**src/rtl/fsqrt_seq_ctrl_if.sv**
```systemverilog
// rtl/fsqrt_seq_ctrl_if.sv - operand/result valid-ready bundle for fsqrt_seq_ctrl
interface fsqrt_seq_ctrl_if;
  logic        in_valid;
  logic        in_ready;
  logic [31:0] in_s;
  logic        out_valid;
  logic        out_ready;
  logic [31:0] out_y;

  modport master (output in_valid, in_s, out_ready, input in_ready, out_valid, out_y);
  modport slave  (input in_valid, in_s, out_ready, output in_ready, out_valid, out_y);
endinterface

```
**src/rtl/fsqrt_seq_ctrl.sv**
```systemverilog
// rtl/fsqrt_seq_ctrl.sv - multi-cycle single-precision sqrt sequencer (Newton rsqrt on a shared multiplier)
module fsqrt_seq_ctrl #(
  parameter int ITER = 2
) (
  input  logic            clk,
  input  logic            rstn,
  fsqrt_seq_ctrl_if.slave bus,
  output logic [7:0]      seed_idx,
  input  logic [6:0]      seed_val,
  output logic [31:0]     mul_a,
  output logic [31:0]     mul_b,
  input  logic [63:0]     mul_p,
  output logic            busy
);

  localparam logic [2:0] S_IDLE = 3'd0;
  localparam logic [2:0] S_SEED = 3'd1;
  localparam logic [2:0] S_SQ   = 3'd2;
  localparam logic [2:0] S_MM   = 3'd3;
  localparam logic [2:0] S_XD   = 3'd4;
  localparam logic [2:0] S_FIN  = 3'd5;
  localparam logic [2:0] S_RND  = 3'd6;
  localparam logic [2:0] S_DONE = 3'd7;

  localparam logic [1:0]  ITER_N = 2'(ITER);
  localparam logic [31:0] QNAN   = 32'h7FC0_0000;

  logic [2:0]  state;
  logic        armed;
  logic        sign;
  logic [7:0]  e;
  logic [22:0] mant;
  logic [31:0] mp;
  logic [31:0] x;
  logic [31:0] t;
  logic [63:0] p;
  logic [1:0]  cnt;
  logic [31:0] out_y_q;

  logic        is_special;
  logic [31:0] special_y;
  logic [31:0] d;
  logic [22:0] frac;
  logic        rnd_up;
  logic [23:0] frac_r;
  logic signed [8:0] e_half;
  logic [7:0]  exp_base;
  logic [7:0]  exp_r;
  logic [22:0] frac_o;

  // Seed index: odd unbiased exponent selects the [2,4) half of the table.
  assign seed_idx      = {~e[0], mant[22:16]};
  assign bus.in_ready  = armed && (state == S_IDLE);
  assign bus.out_valid = (state == S_DONE);
  assign bus.out_y     = out_y_q;
  assign busy          = (state != S_IDLE);

  always_comb begin
    is_special = 1'b1;
    special_y  = QNAN;
    if (e == 8'd0)                        special_y = {sign, 31'd0};
    else if (e == 8'hFF && mant != 23'd0) special_y = QNAN;
    else if (sign)                        special_y = QNAN;
    else if (e == 8'hFF)                  special_y = 32'h7F80_0000;
    else                                  is_special = 1'b0;
  end

  // 3 - t2 in Q2.30; the XD product is then x*(3-t2)/2 once sliced at [62:31].
  assign d = 32'hC000_0000 - {1'b0, t[31:1]};

  always_comb begin
    mul_a = 32'd0;
    mul_b = 32'd0;
    case (state)
      S_SQ:  begin mul_a = x;  mul_b = x; end
      S_MM:  begin mul_a = mp; mul_b = t; end
      S_XD:  begin mul_a = x;  mul_b = d; end
      S_FIN: begin mul_a = mp; mul_b = x; end
      default: ;
    endcase
  end

  assign frac     = p[60:38];
  assign rnd_up   = p[37] & ((|p[36:0]) | p[38]);
  assign frac_r   = {1'b0, frac} + {23'd0, rnd_up};
  assign e_half   = ($signed({1'b0, e}) - 9'sd127) >>> 1;
  assign exp_base = 8'(e_half + 9'sd127);

  // Products outside [1,2) come only from residual iteration error; pin them to the range ends.
  always_comb begin
    frac_o = frac_r[22:0];
    exp_r  = exp_base + {7'd0, frac_r[23]};
    if (p[63] | p[62]) begin
      frac_o = 23'h7F_FFFF;
      exp_r  = exp_base;
    end else if (!p[61]) begin
      frac_o = 23'd0;
      exp_r  = exp_base;
    end
  end

  always_ff @(posedge clk or negedge rstn) begin
    if (!rstn) begin
      state   <= S_IDLE;
      armed   <= 1'b0;
      sign    <= 1'b0;
      e       <= 8'd0;
      mant    <= 23'd0;
      mp      <= 32'd0;
      x       <= 32'd0;
      t       <= 32'd0;
      p       <= 64'd0;
      cnt     <= 2'd0;
      out_y_q <= 32'd0;
    end else begin
      armed <= 1'b1;
      case (state)
        S_IDLE: if (bus.in_valid && armed) begin
          sign  <= bus.in_s[31];
          e     <= bus.in_s[30:23];
          mant  <= bus.in_s[22:0];
          mp    <= bus.in_s[23] ? {2'b01, bus.in_s[22:0], 7'd0} : {1'b1, bus.in_s[22:0], 8'd0};
          cnt   <= 2'd0;
          state <= S_SEED;
        end
        S_SEED: if (is_special) begin
          out_y_q <= special_y;
          state   <= S_DONE;
        end else begin
          x     <= {2'b01, seed_val, 23'd0};
          state <= S_SQ;
        end
        S_SQ: begin
          t     <= mul_p[62:31];
          state <= S_MM;
        end
        S_MM: begin
          t     <= mul_p[61:30];
          state <= S_XD;
        end
        S_XD: begin
          x     <= mul_p[62:31];
          cnt   <= cnt + 2'd1;
          state <= ((cnt + 2'd1) < ITER_N) ? S_SQ : S_FIN;
        end
        S_FIN: begin
          p     <= mul_p;
          state <= S_RND;
        end
        S_RND: begin
          out_y_q <= {1'b0, exp_r, frac_o};
          state   <= S_DONE;
        end
        S_DONE: if (bus.out_ready) state <= S_IDLE;
        default: state <= S_IDLE;
      endcase
    end
  end

endmodule
```
**src/flat_wrapper.sv**
```systemverilog
// flat-port wrapper written by rule: the top's interface ports become plain ports
module fsqrt_seq_ctrl_flat 
#(
  parameter int ITER = 2
)
  (clk, rstn, seed_idx, seed_val, mul_a, mul_b, mul_p, busy, bus_in_valid, bus_in_s, bus_out_ready, bus_in_ready, bus_out_valid, bus_out_y);
  fsqrt_seq_ctrl_if bus_i ();
  input  logic clk;
  input  logic rstn;
  output logic [7:0] seed_idx;
  input  logic [6:0] seed_val;
  output logic [31:0] mul_a;
  output logic [31:0] mul_b;
  input  logic [63:0] mul_p;
  output logic busy;
  input wire logic [$bits(bus_i.in_valid)-1:0] bus_in_valid;
  input wire logic [$bits(bus_i.in_s)-1:0] bus_in_s;
  input wire logic [$bits(bus_i.out_ready)-1:0] bus_out_ready;
  output wire logic [$bits(bus_i.in_ready)-1:0] bus_in_ready;
  output wire logic [$bits(bus_i.out_valid)-1:0] bus_out_valid;
  output wire logic [$bits(bus_i.out_y)-1:0] bus_out_y;
  assign bus_i.in_valid = bus_in_valid;
  assign bus_i.in_s = bus_in_s;
  assign bus_i.out_ready = bus_out_ready;
  assign bus_in_ready = bus_i.in_ready;
  assign bus_out_valid = bus_i.out_valid;
  assign bus_out_y = bus_i.out_y;
  fsqrt_seq_ctrl #(.ITER(ITER)) u_core (.clk(clk), .rstn(rstn), .bus(bus_i), .seed_idx(seed_idx), .seed_val(seed_val), .mul_a(mul_a), .mul_b(mul_b), .mul_p(mul_p), .busy(busy));
endmodule
```
**config.mk**
```make
export PLATFORM = sky130hd
export DESIGN_NAME = fsqrt_seq_ctrl_flat
export DESIGN_NICKNAME = d
export VERILOG_FILES = /design/src/rtl/fsqrt_seq_ctrl_if.sv /design/src/rtl/fsqrt_seq_ctrl.sv /design/src/flat_wrapper.sv
export SDC_FILE = /design/constraint.sdc
export NUM_CORES = 1
export LEC_CHECK = 0
export BUFFER_PORTS_ARGS = -buffer_cell sky130_fd_sc_hd__buf_2
export CAP_MARGIN = 20
export CORE_UTILIZATION = 50
export CTS_BUF_LIST = sky130_fd_sc_hd__clkbuf_8
export DETAILED_ROUTE_END_ITERATION = 7
export PLACE_DENSITY = 0.79
export SETUP_SLACK_MARGIN = 0.2
export SYNTH_ARGS = -nofsm -noshare
export SYNTH_HDL_FRONTEND = slang
export SYNTH_SLANG_ARGS = --single-unit
```
**constraint.sdc**
```tcl
create_clock -name clk -period 2.8 [get_ports clk]
set_input_delay 0.56 -clock clk [delete_from_list [all_inputs] [get_ports clk]]
set_output_delay 0.56 -clock clk [all_outputs]
set_load 0.02 [all_outputs]
```
# [Word-level counts from Yosys, hierarchy flattened]
# Cells that the tools add are included.
[op_classes] n_reduce_logical=20 n_lt_le_gt_ge=1 n_eq_ne=12 n_div=0 addsub=6 shifts=0 multipliers=0 bitwise=4 n_mux=27
[op_table] cell="32-bit one-hot mux with 2 select lines" n=4
[op_table] cell="32-bit 2-to-1 mux" n=6
[op_table] cell="32-bit one-hot mux with 3 select lines" n=1
[op_table] cell="23-bit 2-to-1 mux" n=3
[op_table] cell="37-bit OR reduction" n=1
[op_table] cell="32-bit by 31-bit subtractor with 32-bit output (first input constant)" n=1
[op_table] cell="23-bit by 1-bit adder with 24-bit output" n=1
[op_table] cell="3-bit one-hot mux with 8 select lines" n=1
[op_table] cell="23-bit nonzero test" n=1
[op_table] cell="8-bit 2-to-1 mux" n=2
[op_table] cell="3-bit == test (second input constant)" n=4
[op_table] cell="3-bit 2-to-1 mux" n=4
[op_table] cell="2-bit AND reduction" n=5
[op_table] cell="8-bit by 7-bit subtractor with 9-bit output (second input constant)" n=1
[op_table] cell="8-bit by 1-bit adder with 8-bit output" n=1
[op_table] cell="8-bit adder (second input constant)" n=1
[op_table] cell="8-bit == test (second input constant)" n=1
[op_table] cell="8-bit zero test" n=1
[op_table] cell="2-bit nonzero test" n=4
[op_table] cell="3-bit by 2-bit == test with 1-bit output (second input constant)" n=2
[op_table] cell="2-bit inequality test (second input constant)" n=3
[op_table] cell="2-bit OR reduction" n=3
[op_table] cell="1-bit 2-to-1 mux" n=4
[op_table] cell="2-bit one-hot mux with 2 select lines" n=1
[op_table] cell="other kinds (11)" n=14
[word_totals] output_inout_bits=107 mem_bits_rw=0 word_cells=81 rom_bits=0 latchBits=0 ff_bits=230 n_memories=0 in_bits=107

# [Logic depth before layout (Yosys ltp)]
# Gate-level depths: netlist (run 1).
[logic_depth] ltp_word=8 depth_mapped=11 mapped_depth_nobuf=11

# [Least setup slack after synthesis (run 1)]
# Ideal clock, no wire load.
[synth_path] path_type="register -> output" from="reg u_core.t[4]" to="out mul_b[25]" required_time_ns=2.240 stages_incl_launch_ff=8 t_arrival_ns=2.399 n_path_buf=1 path_slack_ns=-0.159 cell_sequence="dfrtp_1 > nor4_4 > nand2_4 > or3_1 > buf_2 > nor2_1 > mux2_2 > o21ai_0"
[synth_via] elab_chain_len=2
[synth_rtl] element="from (decl)" line_no="fsqrt_seq_ctrl.sv:35" source="logic [31:0] t;"
[synth_rtl] element="from (signal assigned)" line_no="fsqrt_seq_ctrl.sv:134" source="t <= mul_p[62:31];"
[synth_rtl] element="from (signal assigned)" line_no="fsqrt_seq_ctrl.sv:138" source="t <= mul_p[61:30];"
[synth_rtl] element="32-bit by 31-bit subtractor with 32-bit output" line_no="fsqrt_seq_ctrl.sv:69" source="assign d = 32'hC000_0000 - {1'b0, t[31:1]};"
[synth_rtl] element="32-bit one-hot mux with 3 select lines" line_no="fsqrt_seq_ctrl.sv:74" source="case (state)"
[synth_rtl] element="to (decl)" line_no="flat_wrapper.sv:13" source="output logic [31:0] mul_b;"
# No other way between the ends.

# [Worst setup path in the final report (run 1)]
[layout_path] from="reg u_core.t[10]" to="out mul_b[28]"
# Same word-level chain as after synthesis.

==> impl_metrics.json, run 1 <==
{
  "ir_drop_mv": 0.688,
  "drive_above_1_share_pct": 34.8,
  "synth-seq-area-share_pct": 46.3,
  "max_slew_margin_pct": 54.5,
  "clk-insertion-delay-late_ns": 0.57,
  "grt_pass1_wl_mm": 57.2,
  "port-buffer-count": 213,
  "via_per_inst": 6.07,
  "synth.ff_latch_count": 223,
  "slew_violations": 0,
  "synth_compound_area_share_pct": 13.8,
  "startpoint": "u_core.t[10]",
  "period_minus_slack_ns": 3.33,
  "worst_ep_arrival_time_ns": 2.77,
  "synth.cell_area_um2": 12100,
  "hold_buffers": 0,
  "hold_slack_ns": -0.00858,
  "netlist_instances": 1280,
  "cts_root_buffer": "clkbuf_8",
  "final_antenna_net_count": 0,
  "ctsLongestPathBuffers": 3,
  "grt_util_all_layers_pct": 30.3,
  "seqCellArea_um2": 5590,
  "die_x_um": 157,
  "place.gp.congestion": 0.910,
  "synth_adder_area_share_pct": 0.727,
  "setup_viol": 26,
  "muxShareOfSynthArea_pct": 14.5,
  "dr_total_vias": 11700,
  "power.leakage_nw": 7.54,
  "start_util_pct": 51.2,
  "io-pin-count": 214,
  "netlist_top_cells_area": "dfrtp_1 46%, mux2i_1 8.7%, nand2_1 8.2%",
  "htreeDepth": 2,
  "fp.dieH_um": 157,
  "synthTopCellsByCount": "262 x nand2_1, 223 x dfrtp_1, 136 x o21ai_0, 105 x mux2i_1, 71 x clkbuf_1",
  "layout_setup_ws_ns": -0.526,
  "num_rows": 56,
  "yosysWarnings": 0,
  "cts_buffers": 40,
  "path_clk_slew_ns": 0.06,
  "violations": "hold timing, setup timing",
  "synth.distinct_cells": 60,
  "dr.pass1.iters": 6,
  "yosysTopAreaCell": "dfrtp_1",
  "end_kind": "output pin",
  "synthXorXnorAreaFrac_pct": 4.05,
  "syn-num-nets": 1394,
  "ys_async_sr_fraction_pct": 100,
  "rsz0062_at_grt": "true",
  "period_share_pct": 119,
  "synth_top_area_share_pct": 46.3,
  "drv_cap": 0,
  "grt.overflow.total": 0,
  "r2r_slack_ns": 0.27,
  "hold_path_class": "in2async",
  "routedWlPerCell_um": 21.6,
  "yosys.area_share.simple_pct": 16.8,
  "grt_max_degree": 83,
  "synth-edff-count": 0,
  "multi_input_area_um2": 6560,
  "cts.sinks": 223,
  "antenna_found_initial": 4,
  "drt_wl_total_mm": 41.7,
  "worst_setup_path_start_kind": "flip-flop",
  "fin_setup_tns_ns": -9.39,
  "synthFlopType": "dfrtp_1",
  "core_area_um2": 23500,
  "crit_end": "mul_b[28]",
  "num-fill-cells": 1692,
  "drc": 0,
  "tightest_slew_ns": 0.683,
  "final_core_util_pct": 69.2,
  "areaGrowthSynthToFinish_pct": 35.2,
  "crit_path_max_fanout": 4,
  "r2r_end": "u_core.bus.out_y[29]",
  "max_freq_ghz": 0.301,
  "fin_nets": 1691,
  "crit_type": "reg2out",
  "rr_startpoint": "u_core.p[37]",
  "synth_top_family_by_area": "simple AND/OR/NAND/NOR gates",
  "finClkSkew_ns": 0.0301,
  "power_density_nw_per_um2": 1330,
  "synth.most_common_cell": "nand2_1",
  "grt_pass1_vias": 10600,
  "outcome": "finished with violations",
  "die_area_um2": 24700,
  "drt_iter0_drc": 1171,
  "cp.required_ns": 2.24,
  "synth_area_per_cell_um2": 9.42,
  "dp_hpwl_mm": 25.8,
  "cts_tree": "built",
  "hold_viol": 5,
  "r2r_cells": 11
}
==> cells in the final DEF (no fill, tap or decap), drive strengths merged, types with 8 or more instances in the layout <==
cell type,instances
buf,342
nand2,263
dfrtp,223
o21ai,136
mux2i,105
mux2,62
clkbuf,61
xnor2,39
nor2,36
a21oi,28
o22ai,26
a22o,25
nand3,25
inv,23
nor4,23
nor3,20
o211ai,17
and2,15
xor2,14
nand4,13
and3,11
nand2b,8
or3,8
==> how the worst min path moves through the flow <==
stage               slack (ns)        endpoint
floorplan                 0.26    u_core.armed
global placement          0.46  u_core.mant[7]
detailed placement        0.47  u_core.mant[0]
CTS                    0.00002     u_core.t[0]
global route              0.03     u_core.t[0]
finish                  -0.009    u_core.t[13]
==> cell families (layout without fill, tap and decap cells) <==
kind of cell / Yosys count / count (layout)
and+or+nand+nor: 442 / 442
DFF: 223 / 223
buffers and inverters: 114 / 440
muxes: 167 / 167
other: 1 / 4
adders and majority gates: 7 / 7
AOI/OAI and AO/OA: 272 / 272
xor gates and xnor gates: 54 / 54
==> timing repair <==
| item | 4_1_cts | 5_1_grt |
|---|---|---|
| pin swaps | 32 | 40 |
| setup buffers | 14 | 34 |
| setup endpoints to repair | 66 | 101 |
| gates cloned | 2 | 10 |
| gates resized for setup | 127 | 89 |
==> final cells by class <==
cell class              instances  area share [%]
diodes                          3          0.0461
clock buffers                  53            4.48
clock inverters                18           0.676
inverters                      17           0.453
multi-input cells             943            40.2
flip-flops and latches        223            34.3
well taps                     319            2.45
repair buffers                352            17.4
==> metal layers <==
metal  global-route usage (%)  up-vias  wire (um)
met3                     8.12      194       4710
li1                         -     5132          -
met5                        0        -          8
met4                     14.9        2       2310
met1                     39.9     5606      15900
met2                     46.0      772      18800
==> critical path: stages, from the launching register on <==
cell	delay [ns]
dfrtp_1	0.41
nor4_4	0.33
buf_4	0.18
nand4_1	0.13
buf_6	0.18
or3_4	0.38
nor3_4	0.14
xor2_1	0.20
o221ai_2	0.12
buf_6	0.14
==> power by group <==
group	switching (mW)	internal, mW
sequential	1.51	4.81
clock	1.43	1.78
combinational	6.62	5.57
total	9.57	12.2
==> registers in the layout (all words and copies together) (netlist names) <==
signal            cells
u_core.t             32
u_core.x             32
u_core.mant          23
u_core.mp            25
u_core.e              8
u_core.sign           1
u_core.armed          1
u_core.cnt            2
u_core.bus.out_y     32
u_core.p             64
u_core.state          3
==> stage by stage <==
step	cells	area, um2	power [mW]	hold WS, ns	setup slack, ns
3_5_place_dp	1794	14000	15.7	0.471	-0.00853
2_1_floorplan	1280	12200	12.5	0.264	0.0752
3_3_place_gp	1793	13900	15.3	0.459	0.0371
6_report	1928	16300	21.7	-0.00858	-0.526
5_1_grt	1927	16300	22.8	0.0323	-0.571
4_1_cts	1881	15400	19.8	0.0000195	-0.464
Power figures use the tool's default switching activity.
==> inputs of run 2 (changes only) <==
--- a/config.mk
+++ b/config.mk
@@ -11,6 +11,7 @@
 export CTS_BUF_LIST = sky130_fd_sc_hd__clkbuf_8
 export DETAILED_ROUTE_END_ITERATION = 7
 export PLACE_DENSITY = 0.79
+export RECOVER_POWER = 25
 export SETUP_SLACK_MARGIN = 0.2
 export SYNTH_ARGS = -nofsm -noshare
 export SYNTH_HDL_FRONTEND = slang
==> impl_metrics.json, run 2 (synthesis gave the netlist of run 1 again) <==
{
  "end_kind": "output pin",
  "grtUsageMet2_pct": 46.0,
  "rr_startpoint": "u_core.p[37]",
  "setup_viol": 26,
  "layout_setup_ws_ns": -0.525,
  "grt_util_all_layers_pct": 30.3,
  "r2r_slack_ns": 0.27,
  "port-buffer-count": 213,
  "worst_setup_path_start_kind": "flip-flop",
  "via_per_inst": 6.05,
  "num_rows": 56,
  "clockPowerShare_pct": 14.8,
  "multi_input_area_um2": 6560,
  "areaGrowthSynthToFinish_pct": 34.9,
  "crit_end": "mul_b[28]",
  "drive_above_1_share_pct": 34.8,
  "num-fill-cells": 1700,
  "path_clk_slew_ns": 0.06,
  "p_int_mw": 12.2,
  "core_area_um2": 23500,
  "routedWlPerCell_um": 21.6,
  "cp.required_ns": 2.24,
  "cts_root_buffer": "clkbuf_8",
  "htreeDepth": 2,
  "power_density_nw_per_um2": 1340,
  "slew_violations": 77,
  "drt_wl_total_mm": 41.6,
  "period_share_pct": 119,
  "fin_area_um2": 16300,
  "crit_type": "reg2out",
  "dp_hpwl_mm": 25.8,
  "io-pin-count": 214,
  "largest_reg_flops": 64,
  "ctsLongestPathBuffers": 3,
  "regMostFlops": "u_core.p",
  "die_area_um2": 24700,
  "fp.dieH_um": 157,
  "die_x_um": 157,
  "grt_max_degree": 83,
  "layout_commonest_cell": "nand2_1",
  "grt.met3_usage_pct": 8.12,
  "max_slew_margin_pct": -36.1,
  "hold_depth": 3,
  "hold_viol": 0,
  "switching_share_pct": 44.0,
  "r2r_end": "u_core.bus.out_y[29]",
  "fin_nets": 1691,
  "period_minus_slack_ns": 3.33,
  "antenna_found_initial": 4,
  "drt_iter0_drc": 1160,
  "finClkSkew_ns": 0.0265,
  "grt_pass1_wl_mm": 57.2,
  "fin_setup_tns_ns": -9.32,
  "place_area_um2": 14000,
  "r2r_cells": 11,
  "dr_total_vias": 11700,
  "crit_path_max_fanout": 4,
  "grt.overflow.total": 0,
  "cts.sinks": 223,
  "final_antenna_net_count": 0,
  "drv_cap": 1,
  "use_met1_pct": 39.9,
  "rsz0062_at_grt": "true",
  "layout_common_cells": "260 x nand2_1, 221 x dfrtp_1, 154 x buf_2, 125 x o21ai_0, 119 x buf_4",
  "startpoint": "u_core.t[10]",
  "max_freq_ghz": 0.301,
  "hold_path_class": "in2reg",
  "grt_pass1_vias": 10600,
  "cts_buffers": 40,
  "clk-insertion-delay-late_ns": 0.56,
  "comb_power_share_pct": 56.1,
  "seqCellArea_um2": 5590,
  "outcome": "finished with violations",
  "ir_drop_mv": 0.687,
  "dr.pass1.iters": 6,
  "place.gp.congestion": 0.910,
  "p_sw_mw": 9.56,
  "sequentialPowerShare_pct": 29.1,
  "cts_tree": "built",
  "violations": "capacitance limit, slew limit, setup timing",
  "worst_ep_arrival_time_ns": 2.77,
  "power.leakage_nw": 7.53,
  "start_util_pct": 51.2,
  "busiest_layer": "met2",
  "drc": 0,
  "tightest_slew_ns": 2.04
}
## run 2: cell types whose count changed in the layout (fill, tap and decap cells not counted), sizes merged
cell | before | now
clkbuf | 61 | 64
buf | 342 | 339
## run 2: worst min-delay path by stage
stage                         from        endpoint  slack (ns)
finish                bus_in_s[25]     u_core.e[2]        0.21
global route          bus_in_s[27]     u_core.e[4]        0.20
CTS                           rstn     u_core.t[0]     0.00002
detailed placement  u_core.mant[0]  u_core.mant[0]        0.47
global placement    u_core.mant[7]  u_core.mant[7]        0.46
floorplan                     rstn    u_core.armed        0.26
## run 2: final cells by class
class	count	share of cell area (%)
tap	319	2.45
inverter	17	0.454
timing repair buffer	352	17.2
antenna	3	0.0462
clock inverter	18	0.677
clock buffer	53	4.49
multi-input combinational	943	40.3
sequential	223	34.4
## run 2: layer usage
metal / share of wire (%) / up-vias
li1: - / 5133
met1: 38 / 5591
met2: 45 / 768
met3: 11 / 176
met4: 5.3 / 2
met5: 0.019 / -
## run 2: power groups by stage
stage / combinational [mW] / sequential (mW) / clock (mW)
3_5_place_dp: 9.45 / 6.22 / 0
6_report: 12.2 / 6.32 / 3.22
4_1_cts: 10.4 / 6.17 / 3.23
5_1_grt: 12.9 / 6.44 / 3.39
2_1_floorplan: 6.40 / 6.05 / 0
3_3_place_gp: 9.21 / 6.12 / 0
## run 2: worst max-delay path, cell delays in order (launching register included)
cell      delay [ns]
dfrtp_1         0.42
nor4_4          0.33
buf_4           0.18
nand4_1         0.13
buf_6           0.18
or3_4           0.38
nor3_4          0.14
xor2_1          0.20
o221ai_2        0.12
buf_6           0.14
## run 2: stage by stage
step	hold WS [ns]	util [%]	instances	total power, mW	worst slack, ns
after detailed placement	0.471	59.3	1794	15.7	-0.00853
after global routing	0.205	69.1	1927	22.8	-0.571
after CTS	0.0000195	65.5	1881	19.8	-0.464
final	0.210	69.1	1928	21.7	-0.525
after global placement	0.459	59.2	1793	15.3	0.0371
after floorplan	0.264	-	1280	12.5	0.0752
## run 2: what timing repair did
action	4_1_cts	5_1_grt
endpoints found under the hold margin	0	0
hold buffers	0	0
resized for setup	127	89
setup endpoints to repair	66	101
pin swaps	32	40
setup buffers	14	34
cloned	2	10
